### config.mk
export PLATFORM = sky130hd
export DESIGN_NAME = tdm_demux
export DESIGN_NICKNAME = d
export VERILOG_FILES = /design/src/rtl/tdm_demux_pkg.sv /design/src/rtl/tdm_slot_counter.sv /design/src/rtl/tdm_demux.sv
export SDC_FILE = /design/constraint.sdc
export NUM_CORES = 1
export LEC_CHECK = 0
export CAP_MARGIN = 10
export CORE_ASPECT_RATIO = 0.5
export CORE_MARGIN = 5
export CORE_UTILIZATION = 40
export DETAILED_ROUTE_END_ITERATION = 12
export PLACE_DENSITY = 0.68
export SYNTH_ARGS = -nofsm -noshare
export SYNTH_HDL_FRONTEND = slang
export SYNTH_SLANG_ARGS = --single-unit
### constraint.sdc
create_clock -name clock -period 2.5 [get_ports clock]
set_clock_uncertainty 0.2 [all_clocks]
set_input_delay 0.625 -clock clock [delete_from_list [all_inputs] [get_ports clock]]
set_output_delay 0.625 -clock clock [all_outputs]
set_load 0.03 [all_outputs]
### src/rtl/tdm_demux_pkg.sv
// Shared definitions for the TDM link blocks: FSM encoding and the counter-width helper.
package tdm_demux_pkg;

  typedef enum logic {
    HUNT = 1'b0,
    RECV = 1'b1
  } state_t;

  // Counters need at least one bit even when they only ever hold zero.
  function automatic int cnt_width(input int n);
    return (n > 1) ? $clog2(n) : 1;
  endfunction

endpackage

### src/rtl/tdm_slot_counter.sv
// Frame position counter: bit within slot and slot within frame.
// restart means "the current bit is position 0", so the counters land on the position after it.
module tdm_slot_counter
  import tdm_demux_pkg::*;
#(
  parameter int CHANNELS = 4,
  parameter int WIDTH    = 4
) (
  input  logic                          clock,
  input  logic                          reset,
  input  logic                          advance,
  input  logic                          restart,
  output logic [cnt_width(WIDTH)-1:0]    bit_cnt,
  output logic [cnt_width(CHANNELS)-1:0] slot_cnt,
  output logic                          at_first,
  output logic                          at_last
);

  localparam int BIT_W  = cnt_width(WIDTH);
  localparam int SLOT_W = cnt_width(CHANNELS);
  localparam logic ONE_BIT_FRAME = ((CHANNELS * WIDTH) == 1);

  logic [BIT_W-1:0]  base_bit;
  logic [BIT_W-1:0]  next_bit;
  logic [SLOT_W-1:0] base_slot;
  logic [SLOT_W-1:0] next_slot;
  logic              base_last;

  assign at_first = (bit_cnt == BIT_W'(0)) && (slot_cnt == SLOT_W'(0));
  assign at_last  = (bit_cnt == BIT_W'(WIDTH - 1)) && (slot_cnt == SLOT_W'(CHANNELS - 1));

  // Next position: optionally rebase to position 0, then step once.
  always_comb begin
    base_bit  = bit_cnt;
    base_slot = slot_cnt;
    base_last = at_last;
    if (restart) begin
      base_bit  = BIT_W'(0);
      base_slot = SLOT_W'(0);
      base_last = ONE_BIT_FRAME;
    end else begin
      base_last = at_last;
    end

    next_bit  = bit_cnt;
    next_slot = slot_cnt;
    if (restart || advance) begin
      if (base_last) begin
        next_bit  = BIT_W'(0);
        next_slot = SLOT_W'(0);
      end else if (base_bit == BIT_W'(WIDTH - 1)) begin
        next_bit  = BIT_W'(0);
        next_slot = base_slot + SLOT_W'(1);
      end else begin
        next_bit  = base_bit + BIT_W'(1);
        next_slot = base_slot;
      end
    end else begin
      next_bit  = bit_cnt;
      next_slot = slot_cnt;
    end
  end

  // Counter registers.
  always_ff @(posedge clock or posedge reset) begin
    if (reset) begin
      bit_cnt  <= BIT_W'(0);
      slot_cnt <= SLOT_W'(0);
    end else begin
      bit_cnt  <= next_bit;
      slot_cnt <= next_slot;
    end
  end

endmodule

### src/rtl/tdm_demux.sv
// Receive side of the serial TDM link: hunts for frame sync, deserialises each frame
// into CHANNELS words of WIDTH bits and presents them together with a one-cycle strobe.
module tdm_demux
  import tdm_demux_pkg::*;
#(
  parameter int CHANNELS = 4,
  parameter int WIDTH    = 4
) (
  input  logic                         clock,
  input  logic                         reset,
  input  logic                         bit_valid,
  input  logic                         data_in,
  input  logic                         frame_sync,
  input  logic                         sync_err_clr,
  output logic [CHANNELS*WIDTH-1:0]    ch_out,
  output logic                         frame_valid,
  output logic                         locked,
  output logic                         sync_err
);

  localparam int FRAME_BITS = CHANNELS * WIDTH;
  localparam int BIT_W      = cnt_width(WIDTH);
  localparam int SLOT_W     = cnt_width(CHANNELS);
  localparam logic ONE_BIT_FRAME = (FRAME_BITS == 1);

  state_t                state;
  logic [FRAME_BITS-1:0] shadow;
  logic [FRAME_BITS-1:0] next_shadow;
  logic [BIT_W-1:0]      bit_cnt;
  logic [SLOT_W-1:0]     slot_cnt;
  logic                  at_first;
  logic                  at_last;
  logic                  take;
  logic                  resync;
  logic                  err;
  logic                  complete;
  logic [SLOT_W-1:0]     cur_slot;
  int                    slot_base;

  // Slot words fill MSB first, so each new bit enters at the LSB end.
  function automatic logic [WIDTH-1:0] shift_in(input logic [WIDTH-1:0] word, input logic d);
    logic [WIDTH:0] t;
    t = {word, d};
    return t[WIDTH-1:0];
  endfunction

  tdm_slot_counter #(
    .CHANNELS (CHANNELS),
    .WIDTH    (WIDTH)
  ) u_slot_counter (
    .clock    (clock),
    .reset    (reset),
    .advance  (take && !resync),
    .restart  (resync),
    .bit_cnt  (bit_cnt),
    .slot_cnt (slot_cnt),
    .at_first (at_first),
    .at_last  (at_last)
  );

  // Decode what the current bit does to framing, and build the updated shadow frame.
  always_comb begin
    take   = 1'b0;
    resync = 1'b0;
    err    = 1'b0;
    if (bit_valid) begin
      if (state == RECV) begin
        take   = 1'b1;
        resync = frame_sync && !at_first;
        err    = frame_sync && !at_first;
      end else begin
        take   = frame_sync;
        resync = frame_sync;
        err    = 1'b0;
      end
    end else begin
      take   = 1'b0;
      resync = 1'b0;
      err    = 1'b0;
    end

    cur_slot  = resync ? SLOT_W'(0) : slot_cnt;
    slot_base = int'(cur_slot) * WIDTH;
    complete  = take && (resync ? ONE_BIT_FRAME : at_last);

    next_shadow = shadow;
    if (take) begin
      next_shadow[slot_base +: WIDTH] = shift_in(shadow[slot_base +: WIDTH], data_in);
    end else begin
      next_shadow = shadow;
    end
  end

  // Framing FSM, output frame register and sticky error flag.
  always_ff @(posedge clock or posedge reset) begin
    if (reset) begin
      state       <= HUNT;
      locked      <= 1'b0;
      shadow      <= {FRAME_BITS{1'b0}};
      ch_out      <= {FRAME_BITS{1'b0}};
      frame_valid <= 1'b0;
      sync_err    <= 1'b0;
    end else begin
      shadow      <= next_shadow;
      frame_valid <= complete;
      if (complete) begin
        ch_out <= next_shadow;
      end
      case (state)
        HUNT: begin
          if (take) begin
            state  <= RECV;
            locked <= 1'b1;
          end
        end
        RECV: begin
          state  <= RECV;
          locked <= 1'b1;
        end
        default: begin
          state  <= HUNT;
          locked <= 1'b0;
        end
      endcase
      // A new error outranks a clear arriving in the same cycle.
      if (err) begin
        sync_err <= 1'b1;
      end else if (sync_err_clr) begin
        sync_err <= 1'b0;
      end
    end
  end

endmodule

==> results.cfg, run 1 <==
[detailed_routing]
drtIter0Drc = 159
firstDrtPassIters = 4
vias = 1716
vias_per_cell = 5.38
drc_errors = 0
wire_per_inst_um = 15.7
antenna_left = 0
drt_wl_total_um = 5000

[grt]
grt_util_all_layers_pct = 17.4
grt_max_degree = 41
use_met2_pct = 26.7
overflow = 0
grt_pass1_wl_um = 8630
top_usage_layer = met2
grtUsageMet1_pct = 24.5
grt_use_met3_pct = 4.13
antenna_found_initial = 0
grt_pass1_vias = 1757

[pwr]
power.density_nw_per_um2 = 814
leakage_uw = 0.00114
vdd_drop_max_v = 0.000335

[die]
coreArea_um2 = 4550
die_x_um = 109
fp-row-count = 17
start_util_pct = 42.7
dieArea_um2 = 6440
pin_count = 25
fp.dieH_um = 59.3

[yosys]
avgSynthCellArea_um2 = 9.91
synth_edf_count = 0
async_reset_ff_share_pct = 100
syn-instance-count = 196
yosysSeqAreaShare_pct = 51.5
syn-cell-area_um2 = 1940
synth-seq-cells = 40
synth.distinct_cells = 42
yosysWarningCount = 0
synth_nets = 208
ys.flop_type = dfrtp_1

[job]
cap_violations = 0

[timing]
maxSlewHeadroom_pct = 67.1
max_freq_mhz = 410
final-setup-viol-count = 0
rsz0062_at_grt = false
worst_slew_pin_slew_ns = 0.494
setup_slack_ns = 0.0610
hold_viol_final = 0
min_period_ns = 2.44
slew_violations = 0
finalCritPeriodShare_pct = 97.6

[critical_path]
cp_slowest_cell = or4_4
startpoint_type = input pin
path_cells = dlygate4sd2_1, a21bo_4, inv_4, ha_4, o211ai_4, or4_4, and3_4, a211oi_2
cp_max_fo = 6
max_stage_delay_ns = 0.58
critPathTopFamily = simple AND/OR/NAND/NOR gates
critPathBufInv = 2
critPathArrivalTime_ns = 2.44
rrSetupSlack_ns = 0.18
critPathKind = in2reg
endpoint_kind = register
critPathRequiredTime_ns = 2.50

[cells_and_area]
nets = 267
most-common-layout-cells = dfrtp_1, buf_4, nand2_1
n_fill_cell = 396
area_delta_synth_final_pct = 34.4
layout-drive-gt1-share_pct = 23.3
utilization_pct = 57.4
antenna_cells_inserted = 0
layout_commonest_cell = dfrtp_1

[clock_network]
cts-root-buf = clkbuf_8
htree_levels = 2
clock_path_buffers = 2
insertion_delay_ns = 0.29
cts.sinks = 40
cts_tree = built
cts_buffers = 5
path_clk_slew_ns = 0.08

[place]
pre_cts_slack_ns = -0.471
gp_congestion = 0.862
io_buffers = 24
dp_hpwl_um = 3820

[hold_path]
hold_class = reg2reg

[run_status]
outcome = finished, final reports clean
cell families (layout without fill, tap and decap cells):
| group | Yosys count | count (layout) | share of synthesized area [%] |
|---|---|---|---|
| AOI/OAI and AO/OA | 61 | 61 | 21.2 |
| and+or+nand+nor | 65 | 65 | 16.4 |
| DFF | 40 | 40 | 51.5 |
| muxes | 5 | 5 | 2.70 |
| buffers and inverters | 19 | 76 | 4.31 |
| adders and majority gates | 6 | 6 | 3.86 |
stage by stage:
stage                     setup TNS, ns  hold slack [ns]  cells  total power (µW)  cell area, µm²
after global routing                  0            0.296    319              2260            2610
final                                 0            0.274    319              2130            2610
after global placement            -4.56            0.255    314              1730            2550
after floorplan                       0            0.239    196              1320            2010
after CTS                             0            0.282    319              2140            2610
after detailed placement          -6.12            0.264    314              1740            2550
final cells by class:
class,count,area [µm²],share of cell area [%]
tap,66,82.6,3.16
timing repair buffer,60,508,19.4
clock buffer,5,68.8,2.63
multi-input combinational,137,908,34.8
sequential,40,1000,38.3
inverter,11,43.8,1.68
final timing paths:
path	startpoint	endpoint	cells after the start
max	bit_valid	ch_out[13]	8
min	locked	locked	1
max reg2reg	u_slot_counter.slot_cnt[0]	ch_out[13]	7
min reg2reg	locked	locked	1
max in group asynchronous	reset	shadow[0]	3
min in group asynchronous	reset	locked	3
worst register-to-register path: stages, from the launching register on:
cell and delay [ns]:
dfrtp_1 0.48, a21bo_4 0.30, inv_4 0.07, ha_4 0.14, o211ai_4 0.06, or4_4 0.58
and3_4 0.21, a211oi_2 0.19
power by group:
| group | switching [µW] | internal, µW | leakage [µW] |
|---|---|---|---|
| combinational | 474 | 446 | 0.000568 |
| clock | 202 | 180 | 0.0000359 |
| sequential | 85.0 | 739 | 0.000538 |
| total | 761 | 1360 | 0.00114 |
metal layers:
layer / vias to the layer above / wire [µm]
met5: - / 0
met2: 52 / 2180
met1: 844 / 2440
met3: 5 / 329
li1: 815 / -
met4: 0 / 43
state kept, by name, indices dropped and copies added, names as in the netlist:
register,cells
u_slot_counter.bit_cnt,2
state,1
sync_err,1
ch_out,16
shadow,16
frame_valid,1
u_slot_counter.slot_cnt,2
locked,1
Yosys cell counts, drive strengths merged (2+ instances only):
| library cell | instances | area, µm² |
|---|---|---|
| o22ai | 7 | 43.8 |
| or4 | 2 | 18.8 |
| or3 | 2 | 12.5 |
| nand3 | 2 | 10.0 |
| mux2i | 3 | 30.0 |
| and2 | 6 | 37.5 |
| o21ai | 23 | 115 |
| mux2 | 2 | 22.5 |
| o31ai | 2 | 15.0 |
| inv | 10 | 37.5 |
| buf | 5 | 31.3 |
| nor2 | 9 | 33.8 |
| ha | 6 | 75.1 |
| nand2 | 32 | 120 |
| and3 | 4 | 30.0 |
| clkbuf | 3 | 11.3 |
| a32o | 2 | 20.0 |
| nor3 | 2 | 10.0 |
| dfrtp | 40 | 1000 |
| a221oi | 3 | 32.5 |
| a31oi | 3 | 18.8 |
| a21oi | 10 | 50.1 |
| a211oi | 4 | 45.1 |
| o211ai | 2 | 20.0 |
| a21bo | 2 | 26.3 |
timing repair:
item / in CTS / in global routing
setup buffers: 0 / 0
hold buffers: 0 / 0
endpoints found under the setup margin: 11 / 0
resized for setup: 2 / 0
Note: power is estimated with default switching activity, not from simulation.
==> run 2, diff against run 1 <==
Settings changed: GPL_TIMING_DRIVEN from default to 0.
==> run 2 against run 1 <==
Compared with the run above:
- sequential cell count unchanged
- worst setup slack improved by 0.068 ns
- core utilization decreased by 3.6 points
- via count is 10% lower
- largest power group is now registers
- highest routed layer unchanged
==> results.cfg, run 2 (same netlist as run 1, synthesis figures left out) <==
[clock_network]
insertion_delay_ns = 0.28
cts.sinks = 40
cts_buffers = 5
cts_tree = built
htree_levels = 2
path_clk_slew_ns = 0.08
clock_path_buffers = 2
cts-root-buf = clkbuf_8
cts_setup_buffers = 0

[hold_path]
hold_class = reg2reg

[cells_and_area]
nets = 237
utilization_pct = 53.8
layout_commonest_cell = dfrtp_1
antenna_cells_inserted = 0
most-common-layout-cells = dfrtp_1, nand2_1, o21ai_0
layout-drive-gt1-share_pct = 15.0
reg_top3 = ch_out x16, shadow x16
area_delta_synth_final_pct = 26.1

[critical_path]
critPathBufInv = 2
critPathTopFamily = simple AND/OR/NAND/NOR gates
critPathArrivalTime_ns = 2.37
critPathKind = reg2reg
max_stage_delay_ns = 0.58
critPathRequiredTime_ns = 2.50
cp_max_fo = 9
path_cells = buf_6, a21bo_4, inv_4, ha_4, o211ai_4, or4_4, and3_4, a211oi_2
startpoint_type = register
cp_slowest_cell = or4_4
endpoint_kind = register

[timing]
slew_violations = 0
hold_viol_final = 0
worst_slew_pin_slew_ns = 0.831
max_freq_mhz = 422
maxSlewHeadroom_pct = 44.5
finalCritPeriodShare_pct = 94.8
final-setup-viol-count = 0
rsz0062_at_grt = false
setup_slack_ns = 0.129
min_period_ns = 2.37

[detailed_routing]
drc_errors = 0
drt_wl_total_um = 4560
vias = 1540
vias_per_cell = 5.27
firstDrtPassIters = 4
drtIter0Drc = 78
wire_per_inst_um = 15.6
antenna_left = 0

[grt]
grt_pass1_wl_um = 7580
grt_pass1_vias = 1480
grt_util_all_layers_pct = 15.5
antenna_found_initial = 0
grt_max_degree = 41
overflow = 0

[place]
dp_hpwl_um = 3320
io_buffers = 22
gp_congestion = 0.833
pre_cts_slack_ns = -0.115

[run_status]
outcome = finished, final reports clean

[job]
cap_violations = 0

[die]
die_x_um = 109
fp-row-count = 17
coreArea_um2 = 4550
dieArea_um2 = 6440
pin_count = 25
start_util_pct = 42.7
fp.dieH_um = 59.3

[pwr]
power.density_nw_per_um2 = 866
vdd_drop_max_v = 0.000379
leakage_uw = 0.00102
## run 2: timing repair
| action | CTS | global route |
|---|---|---|
| hold buffers | 0 | 0 |
| endpoints found under the setup margin | 0 | 7 |
| gates resized for setup | 0 | 2 |
## run 2: where the power goes
group | internal [µW] | switching [µW] | leakage (µW)
Clock | 352 | 221 | 0.0000645
Combinational | 300 | 438 | 0.000418
Sequential | 738 | 73.1 | 0.000538
Total | 1390 | 732 | 0.00102
## run 2: layer usage
layer | routed length (µm) | share of wire, % | global-route usage, % | up-vias
met5 | 0 | 0 | 0 | -
met4 | 38 | 0.83 | 3.78 | 0
met3 | 284 | 6.2 | 4.13 | 4
met2 | 1960 | 43 | 22.5 | 44
met1 | 2280 | 50 | 23.1 | 735
li1 | - | - | - | 757
## run 2: final timing paths
| check | from | end | slack [ns] | depth (start not counted) |
|---|---|---|---|---|
| max | u_slot_counter.slot_cnt[0] | ch_out[13] | 0.13 | 8 |
| min | locked | locked | 0.27 | 1 |
| max reg2reg | u_slot_counter.slot_cnt[0] | ch_out[13] | 0.13 | 8 |
| min reg2reg | locked | locked | 0.27 | 1 |
| max in group asynchronous | reset | ch_out[6] | 0.95 | 2 |
| min in group asynchronous | reset | ch_out[1] | 0.63 | 2 |
## run 2: area by class of cell
cell class	count	area [µm²]
plain buffers	8	55.1
clock buffers	7	96.3
clock inverters	1	30.0
fillers	417	2100
inverters	11	43.8
multi-input cells	137	921
flip-flops and latches	40	1000
well taps	66	82.6
repair buffers	22	220
## run 2: per-stage QoR
step	std cells	hold slack, ns	instance area, µm²	total power (µW)	TNS, ns
floorplan	196	0.239	2010	1320	0
global placement	284	0.256	2310	1530	-3.26
detailed placement	284	0.260	2310	1550	-0.400
CTS	292	0.278	2440	2120	0
global route	292	0.313	2450	2240	0
finish	292	0.270	2450	2120	0
